**src/rtl/alu_writeback_pkg.sv**
```systemverilog
// Shared CPU definitions: destination/jump bit positions, stage states
// and the default datapath widths used by the writeback stage.
package alu_writeback_pkg;

  // Default datapath widths
  localparam int D_W_DEF = 16;
  localparam int A_W_DEF = 15;

  // Bit positions inside the {A,D,M} destination field
  localparam int DST_A = 2;
  localparam int DST_D = 1;
  localparam int DST_M = 0;

  // Bit positions inside the {lt,eq,gt} jump field
  localparam int JLT = 2;
  localparam int JEQ = 1;
  localparam int JGT = 0;

  // Writeback stage states: IDLE accepts, BUSY drains pending outputs
  typedef enum logic {
    IDLE = 1'b0,
    BUSY = 1'b1
  } wbState_t;

endpackage

```
**src/rtl/alu_writeback_jmp_cond.sv**
```systemverilog
// Jump condition evaluation from the {lt,eq,gt} bits and the ALU flags.
// Purely combinational so the fetch predictor can reuse it unchanged.
module jmp_cond
  import alu_writeback_pkg::*;
(
  input  logic [2:0] i_jmp,
  input  logic       i_zr,
  input  logic       i_ng,
  output logic       o_taken
);

  logic w_lt;
  logic w_eq;
  logic w_gt;

  // Decode the sign/zero flags into the three orderings and OR the selected ones
  always_comb begin
    w_lt    = i_ng;
    w_eq    = i_zr;
    w_gt    = ~i_ng & ~i_zr;
    o_taken = (i_jmp[JLT] & w_lt) | (i_jmp[JEQ] & w_eq) | (i_jmp[JGT] & w_gt);
  end

endmodule

```
**src/rtl/alu_writeback.sv**
```systemverilog
// Writeback stage behind the ALU: commits the A and D registers, issues
// memory writes for M destinations, resolves jumps into a next-PC redirect
// and tracks a sticky overflow flag.
module alu_writeback
  import alu_writeback_pkg::*;
#(
  parameter int D_W = D_W_DEF,
  parameter int A_W = A_W_DEF
) (
  input  logic           clk,
  input  logic           rstn,
  input  logic           vld_s,
  output logic           rdy_s,
  input  logic [D_W-1:0] out_s,
  input  logic           zr_s,
  input  logic           ng_s,
  input  logic           of_s,
  input  logic           imm_s,
  input  logic [2:0]     dst_s,
  input  logic [2:0]     jmp_s,
  input  logic [A_W-1:0] pc_s,
  output logic [D_W-1:0] a_q,
  output logic [D_W-1:0] d_q,
  output logic           mw_vld_m,
  input  logic           mw_rdy_m,
  output logic [A_W-1:0] mw_addr_m,
  output logic [D_W-1:0] mw_data_m,
  output logic           pc_vld_m,
  input  logic           pc_rdy_m,
  output logic [A_W-1:0] pc_m,
  output logic           of_sticky,
  input  logic           of_clr
);

  wbState_t       r_state;
  wbState_t       w_nextState;
  logic           r_mwPend;
  logic           r_pcPend;
  logic           w_mwPendNext;
  logic           w_pcPendNext;

  logic [D_W-1:0] r_a;
  logic [D_W-1:0] r_d;
  logic [A_W-1:0] r_mwAddr;
  logic [D_W-1:0] r_mwData;
  logic [A_W-1:0] r_pc;
  logic           r_ofSticky;

  logic           w_accept;
  logic           w_mwWrite;
  logic           w_condTaken;
  logic           w_taken;
  logic           w_mwAck;
  logic           w_pcAck;
  logic [A_W-1:0] w_aAddr;
  logic [A_W-1:0] w_pcInc;

  jmp_cond u_jmpCond (
    .i_jmp   (jmp_s),
    .i_zr    (zr_s),
    .i_ng    (ng_s),
    .o_taken (w_condTaken)
  );

  // Handshake decode; ready comes from state only so it never loops back through vld_s
  always_comb begin
    rdy_s     = (r_state == IDLE);
    w_accept  = vld_s & rdy_s;
    w_mwWrite = ~imm_s & dst_s[DST_M];
    w_taken   = ~imm_s & w_condTaken;
    w_mwAck   = r_mwPend & mw_rdy_m;
    w_pcAck   = r_pcPend & pc_rdy_m;
    w_aAddr   = r_a[A_W-1:0];
    w_pcInc   = pc_s + A_W'(1);
  end

  // Next-state and pending-flag logic: BUSY lasts until both outputs are acknowledged
  always_comb begin
    w_nextState  = r_state;
    w_mwPendNext = r_mwPend;
    w_pcPendNext = r_pcPend;
    case (r_state)
      IDLE: begin
        if (w_accept) begin
          w_nextState  = BUSY;
          w_mwPendNext = w_mwWrite;
          w_pcPendNext = 1'b1;
        end
      end
      BUSY: begin
        if (w_mwAck) begin
          w_mwPendNext = 1'b0;
        end
        if (w_pcAck) begin
          w_pcPendNext = 1'b0;
        end
        if (!w_mwPendNext && !w_pcPendNext) begin
          w_nextState = IDLE;
        end
      end
      default: begin
        w_nextState  = IDLE;
        w_mwPendNext = 1'b0;
        w_pcPendNext = 1'b0;
      end
    endcase
  end

  // State register and pending flags; reset drops any outstanding write or redirect
  always_ff @(posedge clk or negedge rstn) begin
    if (!rstn) begin
      r_state  <= IDLE;
      r_mwPend <= 1'b0;
      r_pcPend <= 1'b0;
    end else begin
      r_state  <= w_nextState;
      r_mwPend <= w_mwPendNext;
      r_pcPend <= w_pcPendNext;
    end
  end

  // Commit A/D and capture write/redirect payloads; these only move on accept,
  // so they stay stable while BUSY waits for the downstream ready signals
  always_ff @(posedge clk or negedge rstn) begin
    if (!rstn) begin
      r_a      <= '0;
      r_d      <= '0;
      r_mwAddr <= '0;
      r_mwData <= '0;
      r_pc     <= '0;
    end else if (w_accept) begin
      if (imm_s) begin
        r_a <= out_s;
      end else begin
        if (dst_s[DST_A]) begin
          r_a <= out_s;
        end
        if (dst_s[DST_D]) begin
          r_d <= out_s;
        end
      end
      if (w_mwWrite) begin
        r_mwAddr <= w_aAddr;
        r_mwData <= out_s;
      end
      r_pc <= w_taken ? w_aAddr : w_pcInc;
    end
  end

  // Sticky overflow: a new overflow on accept outranks a simultaneous clear
  always_ff @(posedge clk or negedge rstn) begin
    if (!rstn) begin
      r_ofSticky <= 1'b0;
    end else if (w_accept && !imm_s && of_s) begin
      r_ofSticky <= 1'b1;
    end else if (of_clr) begin
      r_ofSticky <= 1'b0;
    end
  end

  // Drive the output ports from the internal registers
  always_comb begin
    a_q       = r_a;
    d_q       = r_d;
    mw_vld_m  = r_mwPend;
    mw_addr_m = r_mwAddr;
    mw_data_m = r_mwData;
    pc_vld_m  = r_pcPend;
    pc_m      = r_pc;
    of_sticky = r_ofSticky;
  end

endmodule

```
**config.mk**
```make
export PLATFORM = sky130hd
export DESIGN_NAME = alu_writeback
export DESIGN_NICKNAME = d
export VERILOG_FILES = /design/src/rtl/alu_writeback_pkg.sv /design/src/rtl/alu_writeback_jmp_cond.sv /design/src/rtl/alu_writeback.sv
export SDC_FILE = /design/constraint.sdc
export NUM_CORES = 1
export LEC_CHECK = 0
export CAP_MARGIN = 20
export CORE_ASPECT_RATIO = 0.8
export CORE_MARGIN = 5
export CORE_UTILIZATION = 45
export DETAILED_ROUTE_END_ITERATION = 10
export PLACE_DENSITY = 0.8
export SETUP_SLACK_MARGIN = 0.02
export SYNTH_ARGS = -nofsm -noshare
export SYNTH_HDL_FRONTEND = slang
export SYNTH_SLANG_ARGS = --single-unit
export TNS_END_PERCENT = 5
```
**constraint.sdc**
```tcl
create_clock -name clk -period 2.1 [get_ports clk]
set_input_delay 0.42 -clock clk [delete_from_list [all_inputs] [get_ports clk]]
set_output_delay 0.42 -clock clk [all_outputs]
set_load 0.05 [all_outputs]
```
==> results_dict.tcl, run 1 <==
set metrics [dict create \
    syn-cell-area_um2 3750 \
    core_um2 8020 \
    clkTransAtPathRegs_ns 0.08 \
    cp.buffers_inverters 1 \
    p_per_area_nw_per_um2 1630 \
    hold_path_class "in -> async" \
    die_area_um2 10300 \
    critical_path_arrival_ns 1.61 \
    endpoint_kind "primary output" \
    start_kind "flip-flop" \
    grt_overflow_total 0 \
    final_nets 471 \
    die_h_um 91.7 \
    hpwl_mm 7.39 \
    viasPerCell 5.09 \
    critPathMaxFanout 4 \
    die-width_um 112 \
    grt_pass1_wl_mm 16.0 \
    final_hold_viol_count 0 \
    finalCoreUtilization_pct 68.7 \
    final_layout_size_suffix_gt1_share_pct 26.2 \
    synth.yosys.seq_area_share_pct 54.7 \
    required_ns 1.68 \
    post_cts.repair.setup_buffers 0 \
    io_buffers 128 \
    crit_start "a_q[2]$_DFFE_PN0P_" \
    wirelength_mm 9.81 \
    htree_levels 3 \
    clock_skew_ns 0.00520 \
    run_status "finished, final reports clean" \
    synthesis.nets 324 \
    floorplan.initialDensity_pct 46.8 \
    track_usage_pct 19.3 \
    postRouteAntennaNets 0 \
    relSlewSlack_pct 63.3 \
    crit_chain "clkdlybuf4s50_1" \
    dp_slack_ns -0.129 \
    clock.fmax_ghz 0.492 \
    setup_viol 0 \
    n_antenna_cell 0 \
    num_io_pins 129 \
    ir_worst_vdd_uv 960 \
    first_global_vias 3028 \
    ys_types 37 \
    layoutNonFillerInstCount 535 \
    crit_type "reg -> out" \
    first_pass_iters 4 \
    final_max_slew_viol_count 0 \
    fin_crit_sh_pct 96.8 \
    synth-seq-cells 82 \
    r2r_start "r_state$_DFF_PN0_" \
    placed_cells 520 \
    place.gp.congestion 0.871 \
    wl_per_cell_um 18.3 \
    cts_buffer_depth 2 \
    drv_cap 0 \
    cts.sinks 82 \
    cts_tree "yes" \
    drt_iter0_drc 109 \
    num_rows 29 \
    area_growth_pct 46.8 \
    max_stage_delay_ns 0.85 \
    holdBufCountCts 0 \
    min_period_ns 2.03 \
    total_power_uw 8980 \
    tightest_slew_ns 0.549 \
    grt_max_degree 41 \
    avgSynthCellArea_um2 13.6 \
    grt_antenna_before_repair 0 \
    clock-root-buffer "clkbuf_8" \
    fin_ws_ns 0.0662 \
    vias 2722 \
    synth_warnings 0 \
    rsz0062_at_grt "false" \
    syn_inst 276 \
    numCtsBuffers 9 \
    drc 0 \
    leakage_uw 0.00241 \
    clk_latency_ns 0.34 \
    cp_top_family "buffers and inverters" \
    crit_slowest_cell "clkdlybuf4s50_1" \
]
## synth_stat cells
cell type / number / area, µm²
dfrtp_1: 82 / 2050
mux2_4: 39 / 586
nand2_1: 24 / 90.1
mux2_2: 23 / 259
nor3_1: 12 / 60.1
nor2_1: 11 / 41.3
o31ai_1: 9 / 67.6
buf_6: 8 / 90.1
inv_1: 7 / 26.3
o21ai_0: 7 / 35.0
nand3_1: 5 / 25.0
mux2i_1: 4 / 40.0
nor4_1: 4 / 25.0
o21a_1: 4 / 30.0
o31a_1: 4 / 35.0
xnor2_1: 4 / 35.0
and2_4: 3 / 26.3
clkbuf_1: 3 / 11.3
buf_4: 2 / 15.0
nand2b_1: 2 / 12.5
nand4_1: 2 / 12.5
nor2_2: 2 / 12.5
a21o_1: 1 / 7.51
a21oi_4: 1 / 16.3
a22oi_1: 1 / 7.51
a31o_2: 1 / 8.76
clkbuf_8: 1 / 13.8
ha_1: 1 / 12.5
nand4_2: 1 / 12.5
nor4_2: 1 / 12.5
nor4_4: 1 / 21.3
o21ai_1: 1 / 5.00
o21bai_1: 1 / 7.51
o221ai_1: 1 / 8.76
o31ai_2: 1 / 12.5
or3b_4: 1 / 11.3
xor2_1: 1 / 8.76
## report_power, final
part           switching (µW)  total (µW)  leakage (µW)  internal, µW
registers                 478        2710      0.000979          2230
logic                    3120        5020       0.00132          1900
clock network             559        1250      0.000112           694
total                    4150        8980       0.00241          4830
## registers in the layout, summed over array words and instances, names as in the netlist
signal and flops:
d_q 16, mw_addr_m 15, pc_m 15, mw_vld_m 1, r_state 1, of_sticky 1, pc_vld_m 1, a_q 16
mw_data_m 16
## logic make-up (layout without fill, tap and decap cells)
| group | after synthesis | in the layout | synth area share, % |
|---|---|---|---|
| xor+xnor | 5 | 5 | 1.17 |
| mux | 66 | 66 | 23.6 |
| fa+ha+maj | 1 | 1 | 0.333 |
| flops | 82 | 82 | 54.7 |
| compound gates | 32 | 32 | 6.43 |
| buf+inv | 21 | 172 | 4.17 |
| simple gates | 69 | 69 | 9.67 |
## per-stage QoR
step	setup TNS, ns	instance area [µm²]	hold WS, ns
4_1_cts	0	5490	0.0571
6_report	0	5510	0.0519
5_1_grt	0	5510	0.0835
3_3_place_gp	-0.226	5280	0.429
3_5_place_dp	-1.01	5280	0.436
2_1_floorplan	0	3750	0.124
## worst paths after layout
| path | to | slack (ns) | depth (start not counted) |
|---|---|---|---|
| worst max register to register | mw_data_m[13]$_DFFE_PN0P_ | 0.40 | 5 |
| worst max-delay path | a_q[2] | 0.07 | 1 |
| min in group clk | pc_m[8]$_DFFE_PN0P_ | 0.48 | 2 |
| worst min register to register | pc_m[8]$_DFFE_PN0P_ | 0.48 | 2 |
| worst min-delay path | mw_data_m[11]$_DFFE_PN0P_ | 0.05 | 1 |
| max in group asynchronous | pc_m[14]$_DFFE_PN0P_ | 1.46 | 2 |
## layer usage
metal,vias up,global-route usage [%],wire [µm]
met5,-,0,0
met4,0,4.70,83
met3,7,7.96,773
met2,98,30.9,4630
met1,1344,24.6,4320
li1,1273,-,-
## cell type report
cell class | count | area (µm²)
repair buffers | 150 | 1540
clock buffers | 10 | 138
inverters | 7 | 26.3
flip-flops and latches | 82 | 2050
clock inverters | 5 | 78.8
multi-input cells | 173 | 1550
fillers | 587 | 2510
well taps | 108 | 135
## cell usage in the layout, fill, tap and decap left out, drive strengths merged, types with 2 or more instances in the layout
cell | synthesis | routed
bufinv | 0 | 2
nand3 | 5 | 5
nand2b | 2 | 2
inv | 7 | 7
clkbuf | 4 | 10
dfrtp | 82 | 82
mux2i | 4 | 4
nand2 | 24 | 24
dlymetal6s2s | 0 | 7
nor3 | 12 | 12
nor4 | 6 | 6
mux2 | 62 | 62
clkinv | 0 | 3
o31a | 4 | 4
and2 | 3 | 3
nand4 | 3 | 3
o21a | 4 | 4
clkdlybuf4s50 | 0 | 119
o21ai | 8 | 8
xnor2 | 4 | 4
nor2 | 13 | 13
o31ai | 10 | 10
buf | 10 | 23
## repair_timing
action                                  in CTS  in global routing
pin swaps                                    0                  0
gates resized for setup                      1                  7
endpoints found under the setup margin       2                  7
gates cloned                                 0                  0
Note: power is estimated with default switching activity, not from simulation.
==> run 2: changes to the inputs <==
--- a/config.mk
+++ b/config.mk
@@ -9,6 +9,7 @@
 export CORE_ASPECT_RATIO = 0.8
 export CORE_MARGIN = 5
 export CORE_UTILIZATION = 45
+export CTS_CLUSTER_DIAMETER = 50
 export DETAILED_ROUTE_END_ITERATION = 10
 export PLACE_DENSITY = 0.8
 export SETUP_SLACK_MARGIN = 0.02
==> results of run 2 <==
Final layout, timing and power as in run 1 (identical DEF).
